### src/rtl/post_sequence_reader.sv
// Read side of the POST sequence recorder. It walks the code buffer and shows one entry
// (code and index) at a time. Supports manual step, auto-scroll and follow-latest.
module post_sequence_reader #(
    parameter int DEPTH        = 32,
    parameter int ADDR_W       = 5,
    parameter int READ_LATENCY = 1,
    parameter int DWELL_CYCLES = 25000000
) (
    input  logic              Clock,
    input  logic              nReset,
    input  logic [ADDR_W:0]   EntryCount,
    input  logic              Overflow,
    input  logic [7:0]        ReadData,
    output logic [ADDR_W-1:0] ReadAddr,
    input  logic              StepNext,
    input  logic              StepPrev,
    input  logic              AutoScroll,
    output logic [7:0]        DisplayCode,
    output logic [ADDR_W-1:0] DisplayIndex,
    output logic              DisplayValid,
    output logic              Following,
    output logic              OverflowBlink
);
    localparam int CNT_W = (DWELL_CYCLES > 1) ? $clog2(DWELL_CYCLES) : 1;
    localparam int LAT_W = (READ_LATENCY > 0) ? $clog2(READ_LATENCY + 1) : 1;
    localparam logic [CNT_W-1:0]  DWELL_LAST = CNT_W'(DWELL_CYCLES - 1);
    localparam logic [LAT_W-1:0]  LAT_LAST   = LAT_W'(READ_LATENCY);
    localparam logic [ADDR_W:0]   DEPTH_W    = (ADDR_W + 1)'(DEPTH);

    typedef enum logic [1:0] {ST_IDLE, ST_FETCH, ST_SHOW} state_t;

    state_t            state_q;
    logic [ADDR_W-1:0] addr_q;
    logic [7:0]        code_q;
    logic [ADDR_W-1:0] index_q;
    logic              valid_q;
    logic              following_q;
    logic [LAT_W-1:0]  lat_q;
    logic [CNT_W-1:0]  dwell_q;
    logic [CNT_W-1:0]  blink_cnt_q;
    logic              phase_q;
    logic              oblink_q;

    logic [ADDR_W:0]   n_eff;
    logic [ADDR_W-1:0] n_last;
    logic [ADDR_W-1:0] idx_inc;
    logic [ADDR_W-1:0] idx_dec;
    logic              show_idle;
    logic              show_fetch;
    logic [ADDR_W-1:0] show_target;
    logic [CNT_W-1:0]  dwell_d;

    // Index arithmetic wraps at the effective entry count, not at DEPTH.
    always_comb begin
        n_eff   = (EntryCount > DEPTH_W) ? DEPTH_W : EntryCount;
        n_last  = ADDR_W'(n_eff - 1'b1);
        idx_inc = (index_q == n_last) ? '0 : index_q + 1'b1;
        idx_dec = (index_q == '0) ? n_last : index_q - 1'b1;
    end

    // SHOW decision in priority order; the first matching rule wins.
    always_comb begin
        show_idle   = 1'b0;
        show_fetch  = 1'b0;
        show_target = index_q;
        dwell_d     = '0;
        if (n_eff == '0) begin
            show_idle = 1'b1;
        end else if ({1'b0, index_q} >= n_eff) begin
            show_fetch  = 1'b1;
            show_target = n_last;
        end else if (StepNext && StepPrev) begin
            dwell_d = AutoScroll ? dwell_q : '0;
        end else if (StepNext) begin
            show_fetch  = 1'b1;
            show_target = idx_inc;
        end else if (StepPrev) begin
            show_fetch  = 1'b1;
            show_target = idx_dec;
        end else if (AutoScroll) begin
            if (dwell_q == DWELL_LAST) begin
                show_fetch  = 1'b1;
                show_target = idx_inc;
            end else begin
                dwell_d = dwell_q + 1'b1;
            end
        end else if (following_q && (index_q != n_last)) begin
            show_fetch  = 1'b1;
            show_target = n_last;
        end else if (following_q && (ReadData != code_q)) begin
            show_fetch  = 1'b1;
            show_target = index_q;
        end
    end

    always_ff @(posedge Clock or negedge nReset) begin
        if (!nReset) begin
            state_q     <= ST_IDLE;
            addr_q      <= '0;
            code_q      <= '0;
            index_q     <= '0;
            valid_q     <= 1'b0;
            following_q <= 1'b1;
            lat_q       <= '0;
            dwell_q     <= '0;
        end else begin
            case (state_q)
                ST_IDLE: begin
                    dwell_q <= '0;
                    if (n_eff != '0) begin
                        state_q <= ST_FETCH;
                        addr_q  <= '0;
                        lat_q   <= '0;
                    end
                end
                ST_FETCH: begin
                    dwell_q <= '0;
                    if (n_eff == '0) begin
                        state_q <= ST_IDLE;
                        valid_q <= 1'b0;
                        index_q <= '0;
                    end else if (lat_q == LAT_LAST) begin
                        state_q     <= ST_SHOW;
                        code_q      <= ReadData;
                        index_q     <= addr_q;
                        valid_q     <= 1'b1;
                        following_q <= (addr_q == n_last);
                    end else begin
                        lat_q <= lat_q + 1'b1;
                    end
                end
                ST_SHOW: begin
                    dwell_q <= dwell_d;
                    if (show_idle) begin
                        state_q <= ST_IDLE;
                        valid_q <= 1'b0;
                        index_q <= '0;
                    end else if (show_fetch) begin
                        state_q <= ST_FETCH;
                        addr_q  <= show_target;
                        lat_q   <= '0;
                    end
                end
                default: state_q <= ST_IDLE;
            endcase
        end
    end

    // Free-running blink phase, independent of the display state.
    always_ff @(posedge Clock or negedge nReset) begin
        if (!nReset) begin
            blink_cnt_q <= '0;
            phase_q     <= 1'b0;
            oblink_q    <= 1'b0;
        end else begin
            oblink_q <= Overflow & phase_q;
            if (blink_cnt_q == DWELL_LAST) begin
                blink_cnt_q <= '0;
                phase_q     <= ~phase_q;
            end else begin
                blink_cnt_q <= blink_cnt_q + 1'b1;
            end
        end
    end

    assign ReadAddr      = addr_q;
    assign DisplayCode   = code_q;
    assign DisplayIndex  = index_q;
    assign DisplayValid  = valid_q;
    assign Following     = following_q;
    assign OverflowBlink = oblink_q;
endmodule
### config.mk
export PLATFORM = sky130hd
export DESIGN_NAME = post_sequence_reader
export DESIGN_NICKNAME = d
export VERILOG_FILES = /design/src/rtl/post_sequence_reader.sv
export SDC_FILE = /design/constraint.sdc
export NUM_CORES = 1
export LEC_CHECK = 0
export CORE_MARGIN = 4
export CORE_UTILIZATION = 45
export DETAILED_ROUTE_END_ITERATION = 7
export SLEW_MARGIN = 20
export SYNTH_ARGS = -nofsm -noshare
export SYNTH_HDL_FRONTEND = slang
export SYNTH_SLANG_ARGS = --single-unit
### constraint.sdc
create_clock -name Clock -period 7.9 [get_ports Clock]
set_clock_uncertainty 0.1 [all_clocks]
set_input_delay 1.58 -clock Clock [delete_from_list [all_inputs] [get_ports Clock]]
set_output_delay 1.58 -clock Clock [all_outputs]
set_load 0.01 [all_outputs]
==> results of run 1 <==
-- stage by stage --
| stage | power, mW | hold WS, ns | util, % | area (um2) | cells |
|---|---|---|---|---|---|
| after floorplan | 0.8838 | 0.3336 | - | 4666 | 504 |
| after global placement | 1.114 | 0.3466 | 51.96 | 5172 | 658 |
| after detailed placement | 1.112 | 0.3552 | 51.96 | 5172 | 658 |
| after CTS | 1.448 | 0.3660 | 54.21 | 5396 | 674 |
| after global routing | 1.540 | 0.3799 | 54.35 | 5410 | 674 |
| final | 1.443 | 0.3600 | 54.35 | 5410 | 674 |
-- area by class of cell --
class                      instances  area [um2]  area share (%)
clock buffer                       9       123.9           2.290
clock inverter                     7       100.1           1.850
inverter                          10       37.54          0.6938
multi-input combinational        398        2691           49.75
sequential                        75        1878           34.71
tap                              133       166.4           3.076
timing repair buffer              42       412.9           7.632
-- cell usage in the layout, fill, tap and decap left out, types with 3 or more instances in the layout --
| cell | count |
|---|---|
| dfrtp_1 | 74 |
| nand2_1 | 47 |
| nor2_1 | 44 |
| o21ai_0 | 42 |
| clkdlybuf4s50_1 | 39 |
| xnor2_1 | 29 |
| nand3_1 | 28 |
| xor2_1 | 18 |
| a21oi_1 | 16 |
| and3_1 | 12 |
| nand4_1 | 11 |
| inv_1 | 10 |
| mux2_2 | 10 |
| ha_1 | 10 |
| and4_1 | 9 |
| clkbuf_8 | 9 |
| a31oi_1 | 8 |
| a22o_1 | 8 |
| and2_1 | 7 |
| nor2b_1 | 7 |
| nor3_1 | 7 |
| nor4_1 | 5 |
| o31ai_1 | 4 |
| o31a_1 | 4 |
| nand2b_1 | 4 |
| nor3b_1 | 4 |
| or2_2 | 3 |
| or3_1 | 3 |
| clkinvlp_4 | 3 |
| buf_4 | 3 |
-- kinds of logic after synthesis --
family | count (synthesis) | synth area share, %
adders and majority gates | 10 | 2.682
AOI/OAI and AO/OA | 118 | 17.67
buffers and inverters | 31 | 2.494
xor gates and xnor gates | 48 | 9.305
muxes | 12 | 3.111
and+or+nand+nor | 210 | 24.48
DFF | 75 | 40.25
-- worst paths after layout --
path	to	slack, ns	cells past startpoint
max	dwell_q[22]	2.93	11
min	phase_q	0.36	1
max reg2reg	dwell_q[22]	4.50	8
min reg2reg	phase_q	0.36	1
max in group asynchronous	lat_q	5.85	1
min in group asynchronous	blink_cnt_q[14]	1.27	1
-- Yosys cell counts, types with 3 or more instances --
master / instances
xor2_1: 18
or3_1: 3
dfrtp_1: 74
nor3_1: 7
nor2_1: 45
nand3_1: 28
nor2b_1: 7
a31oi_1: 8
o31ai_1: 4
ha_1: 10
and3_1: 12
nor4_1: 5
and4_1: 9
and2_1: 7
nand2b_1: 4
o21ai_0: 42
or2_2: 3
a22o_1: 8
o31a_1: 4
clkbuf_1: 20
nand2_1: 47
a21oi_1: 16
nor3b_1: 4
mux2_2: 10
xnor2_1: 29
nand4_1: 11
inv_1: 10
-- critical path, stage by stage --
cell and delay (ns):
clkdlybuf4s50_1 0.68, or2b_1 0.39, inv_1 0.15, ha_1 0.29, nor2b_1 0.11, o21ai_0 0.09, a31oi_1 0.55, or2_2 0.31
and4_1 0.65, nand4_1 0.17, o21ai_0 0.17
-- power by group through the flow --
| stage | Sequential (mW) | Combinational, mW | Clock (mW) |
|---|---|---|---|
| 2_1_floorplan | 0.512 | 0.372 | 0 |
| 3_3_place_gp | 0.534 | 0.580 | 0 |
| 3_5_place_dp | 0.534 | 0.578 | 0 |
| 4_1_cts | 0.527 | 0.581 | 0.340 |
| 5_1_grt | 0.539 | 0.641 | 0.360 |
| 6_report | 0.527 | 0.583 | 0.332 |
-- state kept, by name, summed over array words and instances (netlist names) --
signal / cells
DisplayValid: 1
Following: 1
OverflowBlink: 1
ReadAddr: 5
dwell_q: 25
DisplayIndex: 5
state_q: 2
lat_q: 1
blink_cnt_q: 25
phase_q: 1
DisplayCode: 8
-- routing by layer --
metal	GRT usage, %	routed length, um	vias to the layer above	part of all wire, %
met2	32.19	5341	86	48
met1	26.83	5160	1892	46
met3	3.817	530	16	4.7
met4	6.857	169	0	1.5
met5	0	0	-	0
li1	-	-	1912	-
==> metrics.json, run 1 <==
{
  "timing": {
    "worst_setup_slack_after_layout_ns": 2.925,
    "finalMaxSlewViolations": 0,
    "max_slew.worst_pin.slew_ns": 0.9259,
    "final_min_period_over_clock_period_pct": 62.97,
    "setup_tns_ns": 0,
    "fin_crit_ns": 4.975,
    "achievable-frequency_mhz": 201.0,
    "timing.final.hold_violations": 0,
    "final_setup_violations": 0,
    "grt_setup_unrepaired": "false",
    "worst_relative_slew_slack_pct": 38.27
  },
  "synth": {
    "synthesized_area_per_cell_um2": 9.257,
    "yosys.area.top_type_share_pct": 39.69,
    "synthesis.instances": 504,
    "syn_nets": 534,
    "synth-seq-area-share_pct": 40.25,
    "yosys_warnings": 0,
    "synth_top_flop_cell": "dfrtp_1",
    "yosys.cell_types.count": 74,
    "synth_edf_count": 0,
    "ys_top_cells_by_area": "dfrtp_1 40%, xnor2_1 5.4%, o21ai_0 4.5%",
    "syn-cell-area_um2": 4666,
    "ys_seq_elements": 75,
    "postSynth.asyncResetShare_pct": 100.0,
    "yosysTopAreaCell": "dfrtp_1"
  },
  "hold_path": {
    "min_path_type": "flip-flop to flip-flop",
    "min_from": "phase_q"
  },
  "critical_path": {
    "critPathRequiredTime_ns": 8.08,
    "critPathLaunchType": "input pin",
    "arrival_ns": 5.16,
    "critical_path.startpoint": "EntryCount[5]",
    "critical_path.endpoint_type": "flip-flop",
    "critPathKind": "input pin to flip-flop",
    "worstReg2RegStart": "DisplayIndex[2]",
    "path_max_fanout": 16
  },
  "layout": {
    "num_antenna_cells": 0,
    "num-nets-final": 566,
    "final_layout_size_suffix_gt1_share_pct": 9.427,
    "syn_to_final_growth_pct": 15.96,
    "layout.filler_cells": 949
  },
  "power_and_ir_drop": {
    "power-per-cell-area_nw_per_um2": 266.7,
    "cell_internal_power_mw": 0.9017,
    "sequentialPowerShare_pct": 36.6,
    "clock_power_share_pct": 23.0,
    "p_leak_nw": 2.172,
    "power_switching_mw": 0.5412,
    "power.share.switching_pct": 37.51,
    "combinationalPowerShare_pct": 40.4,
    "irDropWorstVdd_mv": 0.2746
  },
  "global_routing": {
    "globalRoute.totalOverflow": 0,
    "initial_antenna_violation_count": 0,
    "grt_first_pass_wirelength_um": 18800,
    "first_global_vias": 3784,
    "largest_net_degree_at_the_start_of_global_routing": 76,
    "gr-usage-all-layers_pct": 19.96
  },
  "clock_tree": {
    "clock-sinks": 75,
    "clk_latency_ns": 0.35,
    "postCtsSetupBuffers": 0,
    "clk_pin_slew_ns": 0.09,
    "post_cts_resize_count": 0,
    "tritoncts": "built",
    "cts_inserted_buffers": 9,
    "hold_buffers": 0,
    "root_driver": "clkbuf_8",
    "h_tree_depth": 3,
    "clockBufferDepth": 2
  },
  "placement": {
    "place_congestion": 0.8986,
    "dp.final_hpwl_um": 7954,
    "port_buffers": 40,
    "placement.setup.worst_slack_ns": 2.610
  },
  "floorplan": {
    "overall_die_width_um": 109.8,
    "core_um2": 9955,
    "die_height_um": 109.8,
    "rows": 36,
    "fp.dieArea_um2": 12060,
    "initial_core_util_pct": 46.87,
    "ioPinCount": 41
  },
  "outcome": {
    "result_of_the_run": "completed"
  },
  "detailed_routing": {
    "routed_via_density": 5.795,
    "drcViolationCount": 0,
    "detail_route.wl_per_cell_um": 16.62,
    "routed-via-count": 3906,
    "firstDrtPassIters": 4,
    "drt.antenna.violating_nets": 0,
    "routed_wl_um": 11200,
    "first_iter_violations": 172
  },
  "flow_run": {
    "maxCapViolations": 0
  }
}
Power figures use the tool's default switching activity.
==> run 2: changes to the inputs <==
--- a/config.mk
+++ b/config.mk
@@ -8,6 +8,7 @@
 export CORE_MARGIN = 4
 export CORE_UTILIZATION = 45
 export DETAILED_ROUTE_END_ITERATION = 7
+export PLACE_DENSITY = 0.67
 export SLEW_MARGIN = 20
 export SYNTH_ARGS = -nofsm -noshare
 export SYNTH_HDL_FRONTEND = slang
==> constraint.sdc (replaced) <==
create_clock -name Clock -period 4.2 [get_ports Clock]
set_clock_uncertainty 0.1 [all_clocks]
set_input_delay 0.84 -clock Clock [delete_from_list [all_inputs] [get_ports Clock]]
set_output_delay 0.84 -clock Clock [all_outputs]
set_load 0.01 [all_outputs]
==> metrics.json, run 2 (same netlist as run 1, synthesis figures left out) <==
{
  "critical_path": {
    "critPathLaunchType": "input pin",
    "cp_top_family": "compound AO/OA/AOI/OAI gates",
    "path_max_fanout": {"value": 13, "change": "-3"},
    "timing.reg2reg.worst_path_depth": {"value": 9, "change": "+1"},
    "worstReg2RegStart": "DisplayIndex[0]",
    "regToRegEndpoint": "ReadAddr[2]",
    "critical_path.endpoint_type": "flip-flop",
    "rrSetupSlack": {"value": 0.96, "unit": "ns", "change": "-3.54 ns"},
    "cp_num_buf_inv": {"value": 3, "change": "+1"},
    "master_of_the_slowest_instance_on_the_critical_path": "a31oi_1",
    "crit_chain": "clkdlybuf4s50_1 > buf_4 > nor2b_1 > inv_1 > ha_1 > a21oi_1 > o21ai_0 > a31oi_1 > nor2_1 > a311oi_1 > o41ai_2 > a32o_1",
    "arrival": {"value": 4.09, "unit": "ns", "change": "-1.07 ns"},
    "critical-path-max-stage-delay": {"value": 0.53, "unit": "ns", "change": "-0.15 ns"},
    "critPathRequiredTime": {"value": 4.35, "unit": "ns", "change": "-3.73 ns"},
    "critPathKind": "input pin to flip-flop"
  },
  "global_routing": {
    "grt_first_pass_wirelength": {"value": 19670, "unit": "um", "change": "+4.7%"},
    "largest_net_degree_at_the_start_of_global_routing": {"value": 76, "change": "unchanged"},
    "initial_antenna_violation_count": {"value": 0, "change": "unchanged"},
    "first_global_vias": {"value": 3899, "change": "+3.0%"},
    "globalRoute.totalOverflow": {"value": 0, "change": "unchanged"},
    "gr-usage-all-layers": {"value": 20.78, "unit": "%", "change": "+0.82 points"}
  },
  "floorplan": {
    "ioPinCount": {"value": 41, "change": "unchanged"},
    "fp.dieArea": {"value": 12060, "unit": "um2", "change": "unchanged"},
    "rows": {"value": 36, "change": "unchanged"},
    "overall_die_width": {"value": 109.8, "unit": "um", "change": "unchanged"},
    "die_height": {"value": 109.8, "unit": "um", "change": "unchanged"},
    "core": {"value": 9955, "unit": "um2", "change": "unchanged"},
    "initial_core_util": {"value": 46.87, "unit": "%", "change": "unchanged"}
  },
  "hold_path": {
    "whs_endpoint": "phase_q",
    "min_from": "phase_q",
    "min_path_cells": {"value": 1, "change": "unchanged"},
    "min_path_type": "flip-flop to flip-flop"
  },
  "timing": {
    "achievable-frequency_mhz": 253.4,
    "worst_setup_slack_after_layout": {"value": 0.2538, "unit": "ns", "change": "-2.671 ns"},
    "max_slew.worst_pin.slew": {"value": 0.9578, "unit": "ns", "change": "+0.03184 ns"},
    "worst_relative_slew_slack": {"value": 36.15, "unit": "%", "change": "-2.1 points"},
    "final_min_period_over_clock_period_pct": 93.96,
    "hold_slack": {"value": 0.3665, "unit": "ns", "change": "+0.006451 ns"},
    "final_setup_violations": {"value": 0, "change": "unchanged"},
    "grt_setup_unrepaired": "false",
    "setup_tns": {"value": 0, "unit": "ns", "change": "unchanged"},
    "finalMaxSlewViolations": {"value": 0, "change": "unchanged"},
    "fin_crit_ns": 3.946,
    "timing.final.hold_violations": {"value": 0, "change": "unchanged"}
  },
  "placement": {
    "place_congestion": {"value": 0.9507, "change": "+5.8%"},
    "port_buffers": {"value": 40, "change": "unchanged"},
    "placement.setup.worst_slack": {"value": -0.02933, "unit": "ns", "change": "-2.639 ns"},
    "dp.final_hpwl": {"value": 8138, "unit": "um", "change": "+2.3%"}
  },
  "power_and_ir_drop": {
    "power-per-cell-area": {"value": 491.0, "unit": "nW/um2", "change": "+84%"},
    "power_switching": {"value": 1.041, "unit": "mW", "change": "+92%"},
    "total_power": {"value": 2.659, "unit": "mW", "change": "+84%"},
    "irDropWorstVdd": {"value": 0.2601, "unit": "mV", "change": "-5.3%"},
    "sequentialPowerShare": {"value": 37.6, "unit": "%", "change": "+1.0 points"},
    "power.share.switching": {"value": 39.13, "unit": "%", "change": "+1.6 points"},
    "combinationalPowerShare": {"value": 41.5, "unit": "%", "change": "+1.1 points"},
    "cell_internal_power": {"value": 1.619, "unit": "mW", "change": "+80%"},
    "p_leak": {"value": 2.196, "unit": "nW", "change": "+1.1%"},
    "clock_power_share": {"value": 20.9, "unit": "%", "change": "-2.1 points"}
  },
  "detailed_routing": {
    "drt.antenna.violating_nets": {"value": 0, "change": "unchanged"},
    "routed-via-count": {"value": 3973, "change": "+1.7%"},
    "routed_wl": {"value": 11790, "unit": "um", "change": "+5.2%"},
    "routed_via_density": {"value": 5.843, "change": "+0.82%"},
    "firstDrtPassIters": {"value": 4, "change": "unchanged"},
    "drcViolationCount": {"value": 0, "change": "unchanged"},
    "detail_route.wl_per_cell": {"value": 17.33, "unit": "um", "change": "+4.3%"},
    "first_iter_violations": {"value": 182, "change": "+5.8%"}
  },
  "flow_run": {
    "maxCapViolations": {"value": 0, "change": "unchanged"}
  },
  "clock_tree": {
    "clk_pin_slew": {"value": 0.08, "unit": "ns", "change": "about the same"},
    "postCtsSetupBuffers": {"value": 0, "change": "unchanged"},
    "cts_inserted_buffers": {"value": 9, "change": "unchanged"},
    "clk_latency": {"value": 0.36, "unit": "ns", "change": "about the same"},
    "clockBufferDepth": {"value": 2, "change": "unchanged"},
    "post_cts_resize_count": {"value": 0, "change": "unchanged"},
    "clock-sinks": {"value": 75, "change": "unchanged"},
    "root_driver": "clkbuf_8",
    "h_tree_depth": {"value": 3, "change": "unchanged"},
    "tritoncts": "built",
    "hold_buffers": {"value": 0, "change": "unchanged"}
  },
  "layout": {
    "layout_common_cells": "74 x dfrtp_1, 47 x nand2_1, 44 x nor2_1, 42 x o21ai_0, 39 x clkdlybuf4s50_1",
    "multi_input_area": {"value": 2680, "unit": "um2", "change": "-0.42%"},
    "area_used_by_sequential_logic_in_the_layout": {"value": 1878, "unit": "um2", "change": "unchanged"},
    "num-nets-final": {"value": 572, "change": "+1.1%"},
    "layout.filler_cells": {"value": 913, "change": "-3.8%"},
    "layout_commonest_cell": "dfrtp_1",
    "num_antenna_cells": {"value": 0, "change": "unchanged"},
    "final_layout_size_suffix_gt1_share": {"value": 10.42, "unit": "%", "change": "+0.99 points"},
    "syn_to_final_growth_pct": 16.09
  },
  "outcome": {
    "result_of_the_run": "completed"
  }
}
[run 2: cell types whose count changed in the layout (fill, tap and decap cells not counted), sizes merged]
| cell | previous run | this run |
|---|---|---|
| clkinvlp | 3 | 1 |
| buf | 3 | 9 |
| clkbuf | 9 | 11 |
| bufinv | 2 | 0 |
| clkinv | 0 | 2 |
[run 2: metrics by stage]
step / instances / instance area, um2 / util [%]
after floorplan: 504 / 4666 / -
after global placement: 664 / 5218 / 52.41
after global routing: 680 / 5416 / 54.41
final: 680 / 5416 / 54.41
after CTS: 680 / 5414 / 54.39
after detailed placement: 664 / 5218 / 52.41
[run 2: how the worst max path moves through the flow]
stage | endpoint | depth (start not counted) | from | slack, ns
2_1_floorplan | dwell_q[10] | 14 | EntryCount[5] | 0.64
3_3_place_gp | ReadAddr[2] | 12 | EntryCount[5] | 0.0004
3_5_place_dp | ReadAddr[2] | 12 | EntryCount[5] | -0.03
4_1_cts | ReadAddr[2] | 12 | EntryCount[5] | 0.32
5_1_grt | ReadAddr[2] | 12 | EntryCount[5] | 0.09
6_report | ReadAddr[2] | 12 | EntryCount[5] | 0.25
[run 2: area by class of cell]
class                           instances  area share, %
Multi-Input combinational cell        398          49.48
Sequential cell                        75          34.67
Timing Repair Buffer                   48          8.455
Tap cell                              133          3.072
Clock buffer                           11          2.795
Clock inverter                          5         0.8316
Inverter                               10         0.6930
[run 2: per-layer routing]
metal | vias up | global-route usage (%) | routed length [um]
met3 | 22 | 3.288 | 475
met2 | 97 | 32.24 | 5597
met5 | - | 0 | 0
li1 | 1918 | - | -
met4 | 0 | 9.261 | 242
met1 | 1936 | 28.59 | 5469
[run 2: power by group through the flow]
stage	logic (mW)	clock network, mW	registers (mW)
2_1_floorplan	0.699	0	0.963
3_3_place_gp	1.10	0	1.01
3_5_place_dp	1.10	0	1.01
4_1_cts	1.10	0.572	0.999
5_1_grt	1.20	0.608	1.02
6_report	1.10	0.555	1.00
[run 2: worst reg2reg max path, cell delays in order, from the launching register on]
cell and delay, ns:
dfrtp_1 0.51, inv_1 0.21, ha_1 0.38, nor2b_1 0.15
o21ai_0 0.11, a31oi_1 0.53, nor2_1 0.31, a311oi_1 0.43
o41ai_2 0.14, a32o_1 0.26
